## config.mk

```make
export PLATFORM = sky130hd
export DESIGN_NAME = mul_seq
export DESIGN_NICKNAME = d
export VERILOG_FILES = /design/src/rtl/mul_seq.sv
export SDC_FILE = /design/constraint.sdc
export NUM_CORES = 1
export LEC_CHECK = 0
export CAP_MARGIN = 5
export CORE_MARGIN = 3
export CORE_UTILIZATION = 41
export CTS_BUF_LIST = sky130_fd_sc_hd__clkbuf_4 sky130_fd_sc_hd__clkbuf_8 sky130_fd_sc_hd__clkbuf_16
export DETAILED_ROUTE_END_ITERATION = 10
export SLEW_MARGIN = 20
export SYNTH_ARGS = -nofsm -noshare
export SYNTH_HDL_FRONTEND = slang
export SYNTH_HIERARCHICAL = 1
export SYNTH_SLANG_ARGS = --single-unit
```

## constraint.sdc

```tcl
create_clock -name clk -period 2.88 [get_ports clk]
set_input_delay 0.288 -clock clk [delete_from_list [all_inputs] [get_ports clk]]
set_output_delay 0.288 -clock clk [all_outputs]
set_load 0.1 [all_outputs]
```

## src/rtl/mul_seq.sv

```systemverilog
// mul_seq: sequential RV32M multiplier (MUL/MULH/MULHSU/MULHU).
// It computes one radix-2 shift-add step per cycle on magnitudes and
// applies the sign at the end.
// Fixed latency: start sampled in cycle N gives done in cycle N+34.
// Optional build macro MUL_SEQ_EARLY_EXIT_EN: RUN ends as soon as the
// remaining multiplier bits are zero. The accumulator is then realigned
// in one cycle, so results match the fixed-latency build bit for bit.

// cla32: 32-bit adder built from 4-bit carry-lookahead groups.
// The group carries are chained.
module cla32 (
  input  logic [31:0] a,
  input  logic [31:0] b,
  input  logic        cin,
  output logic [31:0] sum,
  output logic        cout
);
  logic [31:0] p;
  logic [31:0] g;
  logic [31:0] c;
  logic [7:0]  gg;
  logic [7:0]  gp;
  logic [8:0]  gc;

  assign p = a ^ b;
  assign g = a & b;

  // Group generate/propagate, group carry chain, then per-bit carries inside each group
  always_comb begin
    gg = '0;
    gp = '0;
    gc = '0;
    c  = '0;
    gc[0] = cin;
    for (int k = 0; k < 8; k++) begin
      gg[k] = g[4*k+3]
            | (p[4*k+3] & g[4*k+2])
            | (p[4*k+3] & p[4*k+2] & g[4*k+1])
            | (p[4*k+3] & p[4*k+2] & p[4*k+1] & g[4*k]);
      gp[k] = p[4*k+3] & p[4*k+2] & p[4*k+1] & p[4*k];
      gc[k+1] = gg[k] | (gp[k] & gc[k]);
      c[4*k]   = gc[k];
      c[4*k+1] = g[4*k] | (p[4*k] & gc[k]);
      c[4*k+2] = g[4*k+1] | (p[4*k+1] & g[4*k]) | (p[4*k+1] & p[4*k] & gc[k]);
      c[4*k+3] = g[4*k+2] | (p[4*k+2] & g[4*k+1]) | (p[4*k+2] & p[4*k+1] & g[4*k])
               | (p[4*k+2] & p[4*k+1] & p[4*k] & gc[k]);
    end
  end

  assign sum  = p ^ c;
  assign cout = gc[8];
endmodule

module mul_seq (
  input  logic        clk,
  input  logic        reset,
  input  logic        start,
  input  logic [1:0]  op,
  input  logic [31:0] rs1,
  input  logic [31:0] rs2,
  output logic        busy,
  output logic        done,
  output logic [31:0] result
);
  localparam int DATA_W = 32;
  localparam int CNT_W  = 6;

  localparam logic [1:0] OP_MUL    = 2'b00;
  localparam logic [1:0] OP_MULH   = 2'b01;
  localparam logic [1:0] OP_MULHSU = 2'b10;

  typedef enum logic [1:0] {
    IDLE = 2'd0,
    RUN  = 2'd1,
    FIN  = 2'd2
  } state_t;

  state_t state_q;
  state_t state_d;

  logic [1:0]          op_q;
  logic                neg_q;
  logic [DATA_W-1:0]   mcand_q;
  logic [DATA_W-1:0]   hi_q;
  logic [DATA_W-1:0]   lo_q;
  logic [CNT_W-1:0]    cnt_q;
  logic [DATA_W-1:0]   result_q;
  logic                done_q;

  // Magnitude of a possibly signed operand.
  // The most negative value maps to 2^31, which still fits in 32 unsigned bits.
  function automatic logic [DATA_W-1:0] mag(input logic signed [DATA_W-1:0] v,
                                            input logic is_signed);
    logic signed [DATA_W-1:0] n;
    n = -v;
    if (is_signed && v[DATA_W-1]) return n;
    return v;
  endfunction

  // Conditional two's-complement negation of the full 64-bit product
  function automatic logic [2*DATA_W-1:0] neg64(input logic [2*DATA_W-1:0] v,
                                                input logic en);
    if (en) return ~v + 64'd1;
    return v;
  endfunction

  // Operand decode at the accepting edge
  logic              rs1_signed;
  logic              rs2_signed;
  logic              neg_in;
  logic [DATA_W-1:0] mcand_in;
  logic [DATA_W-1:0] mplr_in;

  assign rs1_signed = (op == OP_MULH) || (op == OP_MULHSU);
  assign rs2_signed = (op == OP_MULH);
  assign neg_in     = (rs1_signed & rs1[DATA_W-1]) ^ (rs2_signed & rs2[DATA_W-1]);
  assign mcand_in   = mag(rs1, rs1_signed);
  assign mplr_in    = mag(rs2, rs2_signed);

  // One shift-add iteration: conditional add into hi, then {cout,hi,lo} >> 1
  logic [DATA_W-1:0]   add_sum;
  logic                add_cout;
  logic [DATA_W-1:0]   step_hi;
  logic                step_c;
  logic [2*DATA_W-1:0] shifted;
  logic                last_iter;
  logic [2*DATA_W-1:0] acc_fin;

  cla32 u_add (
    .a    (hi_q),
    .b    (mcand_q),
    .cin  (1'b0),
    .sum  (add_sum),
    .cout (add_cout)
  );

  assign step_hi   = lo_q[0] ? add_sum : hi_q;
  assign step_c    = lo_q[0] & add_cout;
  assign shifted   = {step_c, step_hi, lo_q[DATA_W-1:1]};
  assign last_iter = (cnt_q == 6'd31);
  assign acc_fin   = neg64({hi_q, lo_q}, neg_q);

`ifdef MUL_SEQ_EARLY_EXIT_EN
  // mrem_q holds the multiplier bits not yet consumed.
  // Once they are all zero, the remaining iterations would only shift.
  logic [DATA_W-1:0]   mrem_q;
  logic [DATA_W-1:0]   mrem_next;
  logic                early;
  logic [CNT_W-1:0]    rem_cnt;
  logic [2*DATA_W-1:0] aligned;
  logic                idle_zero;

  assign mrem_next = mrem_q >> 1;
  assign early     = (mrem_next == '0);
  assign rem_cnt   = 6'd31 - cnt_q;
  assign aligned   = shifted >> rem_cnt;
  assign idle_zero = (mplr_in == '0);
`endif

  // State register
  always_ff @(posedge clk) begin
    if (reset) state_q <= IDLE;
    else       state_q <= state_d;
  end

  // Next-state and busy decode
  always_comb begin
    state_d = state_q;
    busy    = (state_q != IDLE);
    case (state_q)
      IDLE: begin
        if (start) begin
`ifdef MUL_SEQ_EARLY_EXIT_EN
          state_d = idle_zero ? FIN : RUN;
`else
          state_d = RUN;
`endif
        end
      end
      RUN: begin
`ifdef MUL_SEQ_EARLY_EXIT_EN
        if (last_iter || early) state_d = FIN;
`else
        if (last_iter) state_d = FIN;
`endif
      end
      FIN:     state_d = IDLE;
      default: state_d = IDLE;
    endcase
  end

  // Operand latch, accumulator iteration, final sign fix-up and result register
  always_ff @(posedge clk) begin
    if (reset) begin
      op_q     <= '0;
      neg_q    <= 1'b0;
      mcand_q  <= '0;
      hi_q     <= '0;
      lo_q     <= '0;
      cnt_q    <= '0;
      result_q <= '0;
      done_q   <= 1'b0;
`ifdef MUL_SEQ_EARLY_EXIT_EN
      mrem_q   <= '0;
`endif
    end else begin
      done_q <= 1'b0;
      case (state_q)
        IDLE: begin
          if (start) begin
            op_q    <= op;
            neg_q   <= neg_in;
            mcand_q <= mcand_in;
            hi_q    <= '0;
            lo_q    <= mplr_in;
            cnt_q   <= '0;
`ifdef MUL_SEQ_EARLY_EXIT_EN
            mrem_q  <= mplr_in;
`endif
          end
        end
        RUN: begin
`ifdef MUL_SEQ_EARLY_EXIT_EN
          {hi_q, lo_q} <= early ? aligned : shifted;
          mrem_q       <= mrem_next;
`else
          {hi_q, lo_q} <= shifted;
`endif
          cnt_q <= cnt_q + 6'd1;
        end
        FIN: begin
          result_q <= (op_q == OP_MUL) ? acc_fin[DATA_W-1:0] : acc_fin[2*DATA_W-1:DATA_W];
          done_q   <= 1'b1;
        end
        default: ;
      endcase
    end
  end

  assign done   = done_q;
  assign result = result_q;
endmodule

```

==> results.md, run 1 <==
- Worst reg2reg path depth: 6
- CP peak stage delay: 0.77 ns
- Worst-path clk slew: 0.06 ns
- Vias in the first global route: 9,492
- Share of cells above drive strength 1: 17.8%
- Distinct cells, synth: 84
- Routed vias/inst: 5.97
- Max Cap Viol: 0
- Setup Skew: 0.0108 ns
- IO Port Bufs: 102
- Ys Warns: 6
- Mean Syn Cell Area: 7.98 um2
- Cell family with most CP delay: simple AND/OR/NAND/NOR gates
- Register area share after synthesis: 26.9%
- Final Total Pwr: 6.07 mW
- Setup Viol. Count Final: 0
- Die extent in x: 165 um
- Max IR drop VDD: just under 0.3 mV
- Synth Area in Adders: 5.98%
- Slowest-stage cell, CP: or4_2
- Power Density: around 470 nW/um2
- Rows: 57
- Hold crit path type: input pin to register
- Fmax: 0.359 GHz
- Initial DRC count: ~980
- Crit path kind: register to register
- WL/cell: slightly below 20 um
- Place WS: -0.0160 ns
- Htree depth: 4
- Worst-path cell chain: or4_1, or4_2, nor3_4, a41oi_1, xnor2_1, o32ai_1
- First-pass GRT wire length: roughly 53,000 um
- Total track usage: 24.7%
- Fin crit share: between 90% and 100%
- Vias: around 11,000
- Synthesis-to-finish area growth: 24.8%
- Final hold vios: 0
- Hold Crit Endpoint: hi_q[19]
- Largest net degree at the start of global routing: 87
- Final TNS setup: 0 ns
- # IOs: 103
- Status: finished clean
- RR Endpoint: result[31]
- Num CTS Buffers: 17
- Placed cell count: around 1,800
- Req. time, crit path: about 3.2 ns
- DRC errors left: 0
- CTS Buffer Depth: 2
- Final core occ: a little over half
- Slew Viols, Final: 0
- Initial antenna violation count: 0
- Final min period: 2.79 ns
- Clock latency on the worst-skew pair: about 0.43 ns
- Max Fanout on Critical Path: 6
- Buf/Inv on CP: 0
- GP Congestion: 0.956
- Routed Antenna Nets: 0
- Max_slew headroom: 44.5%
- Number of flops mapped to enable cells by yosys: 0
- Critical Path End Type: register
- DRT Pass-1 Iters: 6
- Register bit total from synthesis: 140
- Largest family of logic cells by synthesized area: compound AO/OA/AOI/OAI gates
- Simple-gate share of the synthesized area: 22.0%
- Hold Path Origin: reset
- Asr flop ratio synth: 0%
- Post-DP HPWL: 25,600 um
- Die footprint: 27,400 um2
- Core area: ~25,000 um2
- Slew @ Worst Pin: 0.833 ns
- Hold Path Cell Cnt: 2
- CP Data Arrival Time: between 3 and 4 ns
- Post-synth top flop: dfxtp_1
- XOR/XNOR Fraction of Synth Area: 9.58%
- Compound-gate portion of the synthesized area: 25.8%
- Mux share of post-synthesis cell area: 3.86%
- Synthesized netlist cell count: 1,307
- DRT Wirelength: 34,400 um
- Fin nets: 1,568
- RSZ-0062 raised after global routing: yes
- Diode count: 0
- Setup slack after layout: 0.0911 ns
- Syn Std Cell Area: approximately 10,000 um2
- Vert. Die Dim: between 150 and 200 um
- CTS tree: yes
- Cell Count, Final, Fillers Out: 1,791
- Leakage: between 5 and 6 nW
- Total grt overflow: 0
- Initial Utilization: between 40 and 50%
- Root Driver: clkbuf_16
- CP startpoint kind: register
- FF-to-FF setup slack: 0.09 ns
- R2r startpoint: lo_q[12]
- Clk sinks: 140
==> placed cells by master, fill, tap and decap left out, drive strengths merged, types with 23 or more instances in the layout <==
master,instances
nor2,167
buf,154
dfxtp,140
a21oi,90
nand2,78
xor2,70
clkdlybuf4s50,67
o21ai,58
a31oi,49
xnor2,44
a211oi,41
mux2i,38
ha,37
nor3,35
nand3,27
or4,24
o31ai,23
inv,23
nor4,23
==> timing repair <==
action | in CTS | in global routing
pin swaps | 0 | 9
endpoints found under the setup margin | 1 | 12
gates resized for setup | 1 | 37
setup buffers | 0 | 4
hold buffers | 0 | 0
==> synth_stat cells, types with 8 or more instances <==
library cell	number	area, um2
a2111oi_0	8	70.1
a211oi_1	36	270
a21o_1	10	75.1
a21oi_1	90	450
a221oi_1	8	70.1
a22oi_1	18	135
a31oi_1	49	307
and3_1	17	106
buf_1	11	41.3
clkbuf_1	71	267
dfxtp_1	140	2800
fa_1	8	160
ha_1	37	463
inv_1	19	71.3
mux2i_1	38	380
nand2_1	78	293
nand2b_1	10	62.6
nand3_1	26	130
nand4_1	15	93.8
nor2_1	166	623
nor3_1	33	165
nor4_1	20	125
o211ai_1	10	75.1
o21ai_0	53	265
o22ai_1	22	138
o31ai_1	21	158
o41ai_1	21	184
or2_2	8	50.1
or3_1	15	93.8
or4_1	16	120
xnor2_1	44	385
xor2_1	70	613
==> through the flow <==
stage / hold WS (ns) / instance area [um2]
after detailed placement: 0.451 / 12200
final: 0.403 / 13000
after CTS: 0.383 / 12800
after floorplan: 0.424 / 10400
after global placement: 0.449 / 12200
after global routing: 0.399 / 13000
==> flip-flops by register name, indices dropped and copies added (netlist names) <==
register,count
cnt_q,6
state_q,2
mcand_q,32
op_q,2
done,1
lo_q,32
neg_q,1
result,32
hi_q,32
==> logic make-up (layout without fill, tap and decap cells) <==
| kind of cell | count (synthesis) | in the layout |
|---|---|---|
| flip-flops | 140 | 140 |
| AO/OA/AOI/OAI | 398 | 398 |
| AND/OR/NAND/NOR | 455 | 455 |
| adder cells (fa/ha/maj) | 45 | 45 |
| buffers and inverters | 114 | 272 |
| other | 1 | 3 |
| XOR/XNOR | 114 | 114 |
| multiplexers | 40 | 40 |
==> how the worst max path moves through the flow <==
stage	end	cells past startpoint	start
final	result[31]	6	lo_q[12]
after detailed placement	result[26]	9	lo_q[1]
after global placement	result[26]	9	lo_q[1]
after CTS	result[31]	6	lo_q[12]
after global routing	result[12]	8	lo_q[1]
after floorplan	result[4]	11	lo_q[0]
==> final cells by class <==
class	count	area (um2)
timing repair buffer	221	1880
multi-input combinational	1055	7210
tap	324	405
sequential	140	2810
clock buffer	17	425
clock inverter	15	214
fill	2414	11700
inverter	19	71.3
==> metal layers <==
| layer | share of wire, % | routed length, um | up-vias | track usage [%] |
|---|---|---|---|---|
| met5 | 0 | 0 | - | 0 |
| met4 | 2.4 | 819 | 0 | 7.79 |
| met3 | 5.6 | 1930 | 57 | 2.82 |
| met2 | 42 | 14500 | 397 | 35.7 |
| met1 | 50 | 17100 | 5027 | 38.1 |
| li1 | - | - | 5206 | - |
==> where the power goes <==
part / internal (mW) / switching (mW) / leakage, nW / total, mW
Sequential: 2.03 / 0.0916 / 1.14 / 2.12
Combinational: 0.618 / 0.893 / 3.65 / 1.51
Clock: 1.47 / 0.970 / 0.304 / 2.44
Power figures use the tool's default switching activity.
==> run 2, diff against run 1 <==
--- a/config.mk
+++ b/config.mk
@@ -5,7 +5,6 @@
 export SDC_FILE = /design/constraint.sdc
 export NUM_CORES = 1
 export LEC_CHECK = 0
-export CAP_MARGIN = 5
 export CORE_MARGIN = 3
 export CORE_UTILIZATION = 41
 export CTS_BUF_LIST = sky130_fd_sc_hd__clkbuf_4 sky130_fd_sc_hd__clkbuf_8 sky130_fd_sc_hd__clkbuf_16
==> constraint.sdc (replaced) <==
create_clock -name clk -period 3 [get_ports clk]
set_input_delay 0.3 -clock clk [delete_from_list [all_inputs] [get_ports clk]]
set_output_delay 0.3 -clock clk [all_outputs]
set_load 0.1 [all_outputs]
==> results.md, run 2 (synthesis gave the netlist of run 1 again) <==
- Status: finished clean
- Vert. Die Dim: 165 um
- Max Fanout on Critical Path: 5
- FF-to-FF setup slack: 0.11 ns
- Diode count: 0
- Clock latency on the worst-skew pair: 0.43 ns
- DRT Pass-1 Iters: 6
- Clock network power share: between 30 and 40%
- Total track usage: 24.8%
- Core area: 24,700 um2
- Sw Share: about a third
- RR Endpoint: hi_q[28]
- CTS Buffer Depth: 2
- CP Data Arrival Time: around 3.2 ns
- Psw: 1.80 mW
- Fin crit share: 96.3%
- Vias: approximately 11,000
- Slew @ Worst Pin: between 0.8 and 0.9 ns
- Cell Count, Final, Fillers Out: 1,767
- Max Cap Viol: 0
- Die footprint: about 27,000 um2
- Fmax: 0.346 GHz
- DRC errors left: 0
- CTS tree: yes
- Combinational share of power: around 26%
- Worst reg2reg path depth: 12
- Final Total Pwr: 5.40 mW
- Fin nets: about 1,500
- Hold Path Cell Cnt: 2
- Initial DRC count: 976
- Fill count: 2,449
- Setup Skew: between 0.01 and 0.015 ns
- Crit path kind: register to register
- Post-DP HPWL: 25,700 um
- GP Congestion: 0.949
- IO Port Bufs: 102
- Initial antenna violation count: 0
- Share of cells above drive strength 1: 15.1%
- Slew Viols, Final: 0
- Setup Viol. Count Final: 0
- Final min period: 2.89 ns
- Die extent in x: around 170 um
- Synthesis-to-finish area growth: 20.6%
- Cell Int Power: between 3 and 4 mW
- Routed Antenna Nets: 0
- CP startpoint kind: register
- # IOs: between 100 and 150
- Rows: 57
- Req. time, crit path: ~3.3 ns
- Max_slew headroom: 45.6%
- Worst-path clk slew: 0.06 ns
- Worst hold slack: 0.350 ns
- Commonest non-fill, non-tap cells in the layout: nor2_1 (166), dfxtp_1 (138), buf_4 (128), a21oi_1 (89), nand2_1 (77)
- R2r startpoint: hi_q[1]
- Initial Utilization: 42.3%
- Hold Crit Endpoint: hi_q[23]
- Power Density: 430 nW/um2
- Final core occ: 50.9%
- Total grt overflow: 0
- Num CTS Buffers: 17
- Reg power frac: 37.7%
- Root Driver: clkbuf_16
- Max IR drop VDD: 0.357 mV
- Commonest non-fill, non-tap cell in the layout: nor2_1
- Placed cell count: 1,735
- Routed vias/inst: 5.97
- Htree depth: 4
- Hold crit path type: input pin to register
- Final hold vios: 0
- Vias in the first global route: 9,460
- Clk sinks: 140
- First-pass GRT wire length: approximately 54,000 um
- Hold Path Origin: reset
- Leakage: 4.91 nW
- DRT Wirelength: 34,000 um
- Largest net degree at the start of global routing: approximately 100
- RSZ-0062 raised after global routing: yes
- WL/cell: 19.2 um
- Critical Path End Type: register
- CTS Hold Buffers Added: 0
-- run 2: through the flow --
stage	worst slack, ns	TNS, ns	cell area (um2)
floorplan	0.161	0	10400
global placement	0.116	0	12000
detailed placement	0.0791	0	12000
CTS	0.0338	0	12500
global route	-0.0395	-0.0527	12600
finish	0.112	0	12600
-- run 2: worst max-delay path by stage --
stage | start | endpoint | slack [ns]
3_3_place_gp | hi_q[19] | hi_q[28] | 0.12
4_1_cts | hi_q[19] | hi_q[28] | 0.03
3_5_place_dp | hi_q[19] | hi_q[28] | 0.08
6_report | hi_q[1] | hi_q[28] | 0.11
5_1_grt | hi_q[15] | hi_q[28] | -0.04
2_1_floorplan | lo_q[0] | result[4] | 0.16
-- run 2: cell type report --
cell class                 instances  area (um2)  share of cell area, %
multi-input combinational       1055        7060                   56.1
tap                              324         405                   3.22
timing repair buffer             198        1690                   13.5
sequential                       140        2810                   22.3
inverter                          19        71.3                  0.567
clock inverter                    12        88.8                  0.707
clock buffer                      19         453                   3.60
-- run 2: layer usage --
metal  track usage [%]  share of wire [%]  up-vias
met5                 0                  0        -
met4              8.43                2.7        0
met3              4.71                7.5       62
met2              35.2                 41      394
li1                  -                  -     5151
met1              37.3                 49     4934
-- run 2: timing repair --
action | 4_1_cts | 5_1_grt
gates resized for setup | 0 | 5
buffers inserted | 0 | 1
endpoints found under the hold margin | 0 | 0
endpoints found under the setup margin | 0 | 3
-- run 2: power by group through the flow --
stage / combinational (mW) / sequential [mW] / clock [mW]
floorplan: 0.931 / 2.05 / 0
global placement: 1.34 / 2.07 / 0
detailed placement: 1.35 / 2.07 / 0
CTS: 1.35 / 2.03 / 2.00
global route: 1.50 / 2.05 / 2.08
finish: 1.38 / 2.04 / 1.99
-- run 2: critical path: stages, from the launching register on --
cell and delay (ns):
dfxtp_1 0.31, ha_1 0.32, o21ai_1 0.23, o21ai_2 0.14, a211oi_2 0.35, a211oi_2 0.15, or2_2 0.33, fa_1 0.38
xor2_1 0.15, mux2i_1 0.15, nor2_1 0.06, a31oi_1 0.13, nor2_1 0.06
==> run 3, diff against run 2 <==
--- a/config.mk
+++ b/config.mk
@@ -9,6 +9,8 @@
 export CORE_UTILIZATION = 41
 export CTS_BUF_LIST = sky130_fd_sc_hd__clkbuf_4 sky130_fd_sc_hd__clkbuf_8 sky130_fd_sc_hd__clkbuf_16
 export DETAILED_ROUTE_END_ITERATION = 10
+export DONT_BUFFER_PORTS = 1
+export HOLD_SLACK_MARGIN = 0.08
 export SLEW_MARGIN = 20
 export SYNTH_ARGS = -nofsm -noshare
 export SYNTH_HDL_FRONTEND = slang
==> results.md, run 3 (synthesis gave the netlist of run 1 again) <==
- Fin nets: 1,486
- Hold crit path type: input pin to register
- Clock latency on the worst-skew pair: 0.43 ns
- Core area: 24,700 um2
- Req. time, crit path: 3.29 ns
- Setup slack after layout: 0.105 ns
- Final core occ: 48.9%
- Sw Share: 33.2%
- WL/cell: 20.3 um
- Share of cells above drive strength 1: around 15%
- DRC errors left: 0
- Reg power frac: 37.6%
- CP Data Arrival Time: about 3.2 ns
- Largest net degree at the start of global routing: 133
- Slew @ Worst Pin: 1.01 ns
- Final Total Pwr: 5.42 mW
- Final TNS setup: 0 ns
- Hold Path Origin: rs1[23]
- Clock network power share: 38.7%
- Cell family with most CP delay: compound AO/OA/AOI/OAI gates
- Initial DRC count: 948
- First-pass GRT wire length: 54,400 um
- Worst-path clk slew: 0.06 ns
- Rows: 57
- Vert. Die Dim: 165 um
- Vias: 10,500
- Vias in the first global route: approximately 9,700
- Total grt overflow: 0
- Clk sinks: 140
- RSZ-0062 raised after global routing: yes
- Place WS: 0.194 ns
- Critical path origin: hi_q[15]
- GP Congestion: 0.953
- Routed vias/inst: 6.12
- Worst hold slack: between 0.1 and 0.15 ns
- Buf/Inv on CP: 0
- IO Port Bufs: 0
- Die footprint: 27,400 um2
- Fmax: 0.345 GHz
- Routed Antenna Nets: 0
- Combinational share of power: 23.7%
- Commonest non-fill, non-tap cell in the layout: nor2_1
- DRT Pass-1 Iters: 7
- Leakage: 4.70 nW
- Max Cap Viol: 0
- R2r startpoint: hi_q[15]
- Max_slew headroom: approximately a third
- Fin crit share: 96.5%
- Num CTS Buffers: 17
- CTS tree: yes
- Power Density: ~450 nW/um2
- DRT Wirelength: 34,600 um
- Worst-path cell chain: ha_1, a21oi_2, o21ai_0, a211oi_2, a211oi_2, or2_2, fa_1, xor2_1, mux2i_1, nor2_1, a31oi_1, nor2_1
- # IOs: between 100 and 150
- Initial antenna violation count: 0
- FF-to-FF setup slack: about 0.11 ns
- Psw: 1.80 mW
- Total track usage: 25.3%
- Commonest non-fill, non-tap cells in the layout: nor2_1 (165), dfxtp_1 (138), buf_4 (115), a21oi_1 (88), nand2_1 (77)
- Root Driver: clkbuf_16
- Met3 routed WL: between 2000 and 3000 um
- Diode count: 0
- CTS Buffer Depth: 2
- Die extent in x: around 170 um
- Setup Skew: 0.00900 ns
- Setup Viol. Count Final: 0
- Top Layer Used: met4
- Slew Viols, Final: 0
- Status: finished clean
- Final min period: 2.89 ns
- Max IR drop VDD: 0.269 mV
- Synthesis-to-finish area growth: 15.8%
- Critical Path End Type: register
- Slowest-stage cell, CP: fa_1
- Max Fanout on Critical Path: 5
- Met2 wire length: 14,600 um
- Initial Utilization: 42.3%
- Post-DP HPWL: 25,400 um
- Cell Int Power: roughly 3.6 mW
- CP peak stage delay: 0.38 ns
- Htree depth: 4
- WL met1: 16,500 um
- Crit path kind: register to register
- CP startpoint kind: register
- Final hold vios: 0
==> run 3: repair_timing <==
item                                   in CTS  in global routing
hold buffers                               23                  0
gates resized for setup                     0                  8
setup buffers                               0                  2
setup endpoints to repair                   0                  6
endpoints found under the hold margin     131                  0
==> run 3: worst paths after layout <==
path | depth (start not counted) | end
min reg2reg | 2 | mcand_q[17]
min | 2 | mcand_q[23]
max reg2reg | 12 | hi_q[28]
max | 12 | hi_q[28]
==> run 3: routing by layer <==
layer	global-route usage (%)	vias up
met5	0	-
met4	7.94	0
met3	4.91	65
met2	37.5	394
met1	36.9	4958
li1	-	5047
==> run 3: worst reg2reg max path, stage by stage, from the launching register on <==
cell and delay (ns):
dfxtp_1 0.32, ha_1 0.37, a21oi_2 0.20, o21ai_0 0.13
a211oi_2 0.35, a211oi_2 0.14, or2_2 0.34, fa_1 0.38
xor2_1 0.15, mux2i_1 0.13, nor2_1 0.05, a31oi_1 0.16
nor2_1 0.05
==> run 3: layout make-up <==
cell class,count,area (um2)
clock buffers,18,439
clock inverters,14,134
fillers,2491,12600
inverters,19,71.3
multi-input cells,1055,7090
flip-flops and latches,140,2810
well taps,324,405
repair buffers,139,1130
==> run 3: through the flow <==
step	cells	area, um2
floorplan	1309	10400
detailed placement	1652	11200
CTS	1707	12000
global route	1709	12100
finish	1709	12100
global placement	1652	11200
==> run 3: power by group through the flow <==
stage	Clock, mW	Combinational [mW]	Sequential [mW]
after floorplan	0	0.931	2.05
after global placement	0	1.19	2.07
after detailed placement	0	1.19	2.08
after CTS	2.12	1.25	2.04
after global routing	2.19	1.40	2.05
final	2.10	1.28	2.04
